[config.mk]
export PLATFORM = sky130hd
export DESIGN_NAME = div_sequencer
export DESIGN_NICKNAME = d
export VERILOG_FILES = /design/src/rtl/cpu_pkg.sv /design/src/rtl/div_step.sv /design/src/rtl/div_sequencer.sv
export SDC_FILE = /design/constraint.sdc
export NUM_CORES = 1
export LEC_CHECK = 0
export BUFFER_PORTS_ARGS = -buffer_cell sky130_fd_sc_hd__clkbuf_2
export CAP_MARGIN = 40
export CORE_UTILIZATION = 46
export CTS_BUF_LIST = sky130_fd_sc_hd__clkbuf_4 sky130_fd_sc_hd__clkbuf_8 sky130_fd_sc_hd__clkbuf_16
export DETAILED_ROUTE_END_ITERATION = 8
export GPL_ROUTABILITY_DRIVEN = 0
export PLACE_DENSITY_LB_ADDON = 0.08
export SETUP_SLACK_MARGIN = 0.5
export SLEW_MARGIN = 10
export SYNTH_ARGS = -nofsm -noshare
export SYNTH_HDL_FRONTEND = slang
export SYNTH_SLANG_ARGS = --single-unit
[constraint.sdc]
create_clock -name clk -period 5.1 [get_ports clk]
set_input_delay 0.765 -clock clk [delete_from_list [all_inputs] [get_ports clk]]
set_output_delay 0.765 -clock clk [all_outputs]
set_load 0.05 [all_outputs]
[src/rtl/cpu_pkg.sv]
// Shared CPU definitions: ALU control codes for the divider and the
// div_sequencer state encoding.
package cpu_pkg;

    localparam int ALUCONTROL_WIDTH = 6;
    localparam logic [ALUCONTROL_WIDTH-1:0] UDIV = 6'b101110;
    localparam logic [ALUCONTROL_WIDTH-1:0] SDIV = 6'b101111;

    typedef enum logic [2:0] {
        StIdle = 3'd0,
        StPrep = 3'd1,
        StIter = 3'd2,
        StFix  = 3'd3,
        StDone = 3'd4
    } divStateT;

endpackage

[src/rtl/div_step.sv]
// One restoring division step: shift the next dividend bit into the remainder,
// subtract the divisor when it fits, and shift the resulting quotient bit in.
module div_step #(
    parameter int unsigned WIDTH = 32
) (
    input  logic [WIDTH-1:0] remCur,
    input  logic [WIDTH-1:0] quoCur,
    input  logic [WIDTH-1:0] divisor,
    output logic [WIDTH-1:0] remNext,
    output logic [WIDTH-1:0] quoNext
);

    logic [WIDTH:0]   shifted;
    logic [WIDTH-1:0] diff;
    logic             fits;

    always_comb begin
        shifted = {remCur, quoCur[WIDTH-1]};
        fits    = (shifted >= {1'b0, divisor});
        // When the divisor fits, the true difference is below 2^WIDTH.
        diff    = shifted[WIDTH-1:0] - divisor;
        remNext = fits ? diff : shifted[WIDTH-1:0];
        quoNext = {quoCur[WIDTH-2:0], fits};
    end

endmodule

[src/rtl/div_sequencer.sv]
// Multi-cycle UDIV/SDIV sequencer: captures operands, runs WIDTH restoring
// steps, fixes the sign and pulses done with the quotient.
module div_sequencer
    import cpu_pkg::*;
#(
    parameter int unsigned WIDTH = 32
) (
    input  logic             clk,
    input  logic             reset,
    input  logic             start,
    input  logic             signed_op,
    input  logic [WIDTH-1:0] dividend,
    input  logic [WIDTH-1:0] divisor,
    input  logic             flush,
    output logic             busy,
    output logic             stall,
    output logic             done,
    output logic [WIDTH-1:0] quotient,
    output logic             div_by_zero
);

    localparam int unsigned CountW = $clog2(WIDTH) + 1;
    localparam logic [CountW-1:0] LastCount = CountW'(WIDTH - 1);

    divStateT          state;
    logic [WIDTH-1:0]  dividendReg;
    logic [WIDTH-1:0]  divisorReg;
    logic [WIDTH-1:0]  remReg;
    logic [WIDTH-1:0]  quoReg;
    logic [WIDTH-1:0]  remNext;
    logic [WIDTH-1:0]  quoNext;
    logic [WIDTH-1:0]  quoFixed;
    logic              signedReg;
    logic              negReg;
    logic [CountW-1:0] count;

    div_step #(.WIDTH(WIDTH)) u_step (
        .remCur (remReg),
        .quoCur (quoReg),
        .divisor(divisorReg),
        .remNext(remNext),
        .quoNext(quoNext)
    );

    assign quoFixed = negReg ? (~quoReg + 1'b1) : quoReg;
    assign busy     = (state != StIdle);
    assign stall    = (start & ~flush & (state == StIdle))
                    | (state inside {StPrep, StIter, StFix});

    always_ff @(posedge clk or posedge reset) begin
        if (reset) begin
            state       <= StIdle;
            dividendReg <= '0;
            divisorReg  <= '0;
            remReg      <= '0;
            quoReg      <= '0;
            signedReg   <= 1'b0;
            negReg      <= 1'b0;
            count       <= '0;
            done        <= 1'b0;
            quotient    <= '0;
            div_by_zero <= 1'b0;
        end else begin
            done        <= 1'b0;
            div_by_zero <= 1'b0;
            if (flush && state != StIdle) begin
                state <= StIdle;
            end else begin
                case (state)
                    StIdle: begin
                        if (start && !flush) begin
                            dividendReg <= dividend;
                            divisorReg  <= divisor;
                            signedReg   <= signed_op;
                            state       <= StPrep;
                        end
                    end
                    StPrep: begin
                        quoReg     <= (signedReg && dividendReg[WIDTH-1]) ? -dividendReg
                                                                          : dividendReg;
                        divisorReg <= (signedReg && divisorReg[WIDTH-1]) ? -divisorReg
                                                                         : divisorReg;
                        negReg     <= signedReg & (dividendReg[WIDTH-1] ^ divisorReg[WIDTH-1]);
                        remReg     <= '0;
                        count      <= '0;
                        if (divisorReg == '0) begin
                            quotient    <= '0;
                            div_by_zero <= 1'b1;
                            done        <= 1'b1;
                            state       <= StDone;
                        end else begin
                            state <= StIter;
                        end
                    end
                    StIter: begin
                        remReg <= remNext;
                        quoReg <= quoNext;
                        count  <= count + 1'b1;
                        if (count == LastCount) state <= StFix;
                    end
                    StFix: begin
                        // Result lands with done so it is valid during the DONE cycle.
                        quotient <= quoFixed;
                        done     <= 1'b1;
                        state    <= StDone;
                    end
                    StDone:  state <= StIdle;
                    default: state <= StIdle;
                endcase
            end
        end
    end

endmodule
==> summary.txt <==
Logic synthesis
  – Count of state elements after synthesis: 173
  – Post-Synth Adder-Cell Area: 4.36%
  – Mapped Nets: 1347
  – Async SR Flop Fraction: 100%
  – Register area share after synthesis: 40.1%
  – Synth Flop Type: dfrtp_1
  – Mapped Cells: 1241
  – Post-synthesis instance area: 0.0108 mm2
  – Syn Area/Cell: 8.69 um2
  – Synth Area in Simple Gates: 16.2%
  – Synth Area in Compound Gates: 22.2%
  – Largest family of logic cells by synthesized area: compound AO/OA/AOI/OAI gates
  – EDFF count, synth: 0
  – Mux share of post-synthesis cell area: 5.87%
  – XOR/XNOR Fraction of Synth Area: 6.90%
  – Synth Warn #: 0
  – Post-synth cell types: 70

Global routing
  – Largest net degree at the start of global routing: 147
  – GR peak layer: met1
  – First-pass GRT wire length: 45700 um
  – Met2 usage: 30.5%
  – Grt met3 use: 4.23%
  – Initial antenna violation count: 1
  – Vias in the first global route: 8364
  – Met1 usage: 40.7%
  – Total GRT Usage: 23.9%
  – Total gr overflow: 0

Clock tree
  – # H-tree levels: 4
  – Clk_lat worst skew: 430 ps
  – TritonCTS Buffers: 17
  – Clk slew on worst S/H paths: 80 ps
  – Resize count post-CTS: 0
  – TritonCTS clock tree: done
  – Clock Path Buffers: 2
  – Hold_buf cts: 0
  – Clock root buffer: clkbuf_16
  – Clock Sinks: 173
  – Post-CTS setup buffers: 0

Layout
  – Fin area: 0.0123 mm2
  – Total Nets Final: 1416
  – Fill count: 2173
  – Finished Core Util: 53.8%
  – Area growth, synth to finish: 13.9%
  – Layout cells sized above 1: 15.8%
  – Final Non-Filler Cells: 1637

Timing
  – Period utilisation layout: 79.6%
  – Min Hold Slack: 406 ps
  – Final min period: 4060 ps
  – Hold Violations, Final: 0
  – Slew @ Worst Pin: 965 ps
  – Final worst slack: 1040 ps
  – Final setup fails: 0
  – Setup_tns: 0 ps
  – Max Clock Skew: 14.0 ps
  – Max-slew violations: 0
  – Max_slew headroom: 35.1%
  – Unrepaired setup endpoints after global routing: false
  – Fmax: 246 MHz

Detailed routing
  – Final ANT Viol Nets: 0
  – TritonRoute pass-1 iters: 5
  – DRC: 0
  – Via Count: 9224
  – Routed WL: 27700 um
  – Via density: 5.63
  – DR iter-0 viols: 641
  – WL/cell: 16.9 um

Power and ir drop
  – Cell Int Power: 3.25 mW
  – VDD IR max: 0.257 mV
  – Clk pwr share: 23.8%
  – Leakage power total: 5.48 nW
  – P_sw: 2.43 mW
  – Sw Share: 42.8%
  – Gate power share: 37.6%
  – Reg power frac: 38.6%
  – Pwr/cell area: 463 mW/mm2
  – Final Power: 5.69 mW

Job
  – Max Cap Viol: 0

Floorplanning
  – Die H: 155 um
  – Die Area: 0.0241 mm2
  – Die Span X: 155 um
  – I/O pin count: 105
  – Initial Utilization: 47.2%
  – Row count: 55
  – Core Area: 0.0228 mm2

Setup path
  – R2r setup slk: 1040 ps
  – CP peak stage delay: 840 ps
  – Critical Path RT: 5430 ps
  – Delay-heaviest family, CP: simple AND/OR/NAND/NOR gates
  – Kind of critical path: flip-flop to flip-flop
  – CP Capture Type: flip-flop
  – CP Max Fanout: 36
  – CP arrival: 4390 ps
  – Buf/Inv on CP: 2
  – Crit start category: flip-flop
  – Worst path slowest cell: nor4_1
  – CP Cell Sequence: inv_1 > ha_1 > or3b_2 > nor4_1 > nand4_1 > nor3_2 > nand4_1 > nor3_2 > o211ai_4 > buf_12 > o31ai_1

Placement
  – # port buffers: 104
  – Detail Placement HPWL: 20300 um
  – Pre-CTS setup slack: 1100 ps
  – Placed Area: 0.0117 mm2
  – Placed cell count: 1604

Outcome
  – Status: finished, final reports clean

Hold path
  – Worst Hold Class: input port to async pin
cells in the mapped netlist, types with 32 or more instances:
cell type,number,area (um2)
nand2_1,153,574
xnor2_1,38,333
nand3_1,32,160
inv_1,52,195
xor2_1,47,412
clkbuf_1,59,221
nor2_1,73,274
ha_1,36,450
dfrtp_1,173,4330
o21ai_0,150,751
mux2_2,34,383
a21oi_1,103,515
path summary, 6_finish.rpt:
check / endpoint / cells after the start / from
max in group asynchronous: quoReg[21]$_DFFE_PP0P_ / 3 / reset
worst min register to register: quotient[13]$_DFFE_PP0P_ / 2 / quotient[13]$_DFFE_PP0P_
worst min-delay path: divisorReg[13]$_DFFE_PP0P_ / 2 / reset
min in group clk: quotient[13]$_DFFE_PP0P_ / 2 / quotient[13]$_DFFE_PP0P_
worst max-delay path: quotient[5]$_DFFE_PP0P_ / 11 / divisorReg[1]$_DFFE_PP0P_
worst max register to register: quotient[5]$_DFFE_PP0P_ / 11 / divisorReg[1]$_DFFE_PP0P_
placed cells by master, fill, tap and decap left out, types with 15 or more instances in the layout:
cell type  synthesis  layout
dfrtp_1          173     173
nand2_1          153     153
o21ai_0          150     150
clkbuf_2           0     104
a21oi_1          103     102
nor2_1            73      72
inv_1             52      51
xor2_1            47      47
xnor2_1           38      38
ha_1              36      36
mux2_2            34      34
nand3_1           32      31
o31ai_1           30      30
mux2i_1           25      25
nor3_1            19      19
clkbuf_16          0      17
o22ai_1           16      16
a31oi_1           15      15
flip-flops by register name, indices dropped and copies added, names as in the netlist:
signal	flops
done	1
remReg	32
negReg	1
quotient	32
dividendReg	32
div_by_zero	1
signedReg	1
divisorReg	32
quoReg	32
state	3
count	6
cell families after synthesis:
family	after synthesis
adder cells (fa/ha/maj)	37
flip-flops	173
AND/OR/NAND/NOR	369
multiplexers	59
buffers and inverters	119
XOR/XNOR	85
AO/OA/AOI/OAI	399
metal layers:
metal / part of all wire, % / vias up
li1: - / 4605
met1: 57 / 4345
met2: 37 / 258
met3: 5.5 / 16
met4: 0.70 / 0
met5: 0 / -
power by group through the flow:
stage / Clock [mW] / Combinational [mW] / Sequential, mW
finish: 1.35 / 2.14 / 2.20
global route: 1.44 / 2.38 / 2.26
CTS: 1.38 / 2.13 / 2.18
floorplan: 0 / 1.42 / 2.27
detailed placement: 0 / 2.12 / 2.21
global placement: 0 / 2.06 / 2.22
layout make-up:
type	count	area, um2	share of cell area [%]
Multi-Input combinational cell	949	6050	49.2
Clock inverter	14	171	1.40
Sequential cell	173	4330	35.2
Timing Repair Buffer	117	703	5.72
Clock buffer	18	439	3.57
Tap cell	313	392	3.19
Antenna cell	1	2.50	0.0204
Inverter	52	199	1.62
(Power assumes the default switching activity.)
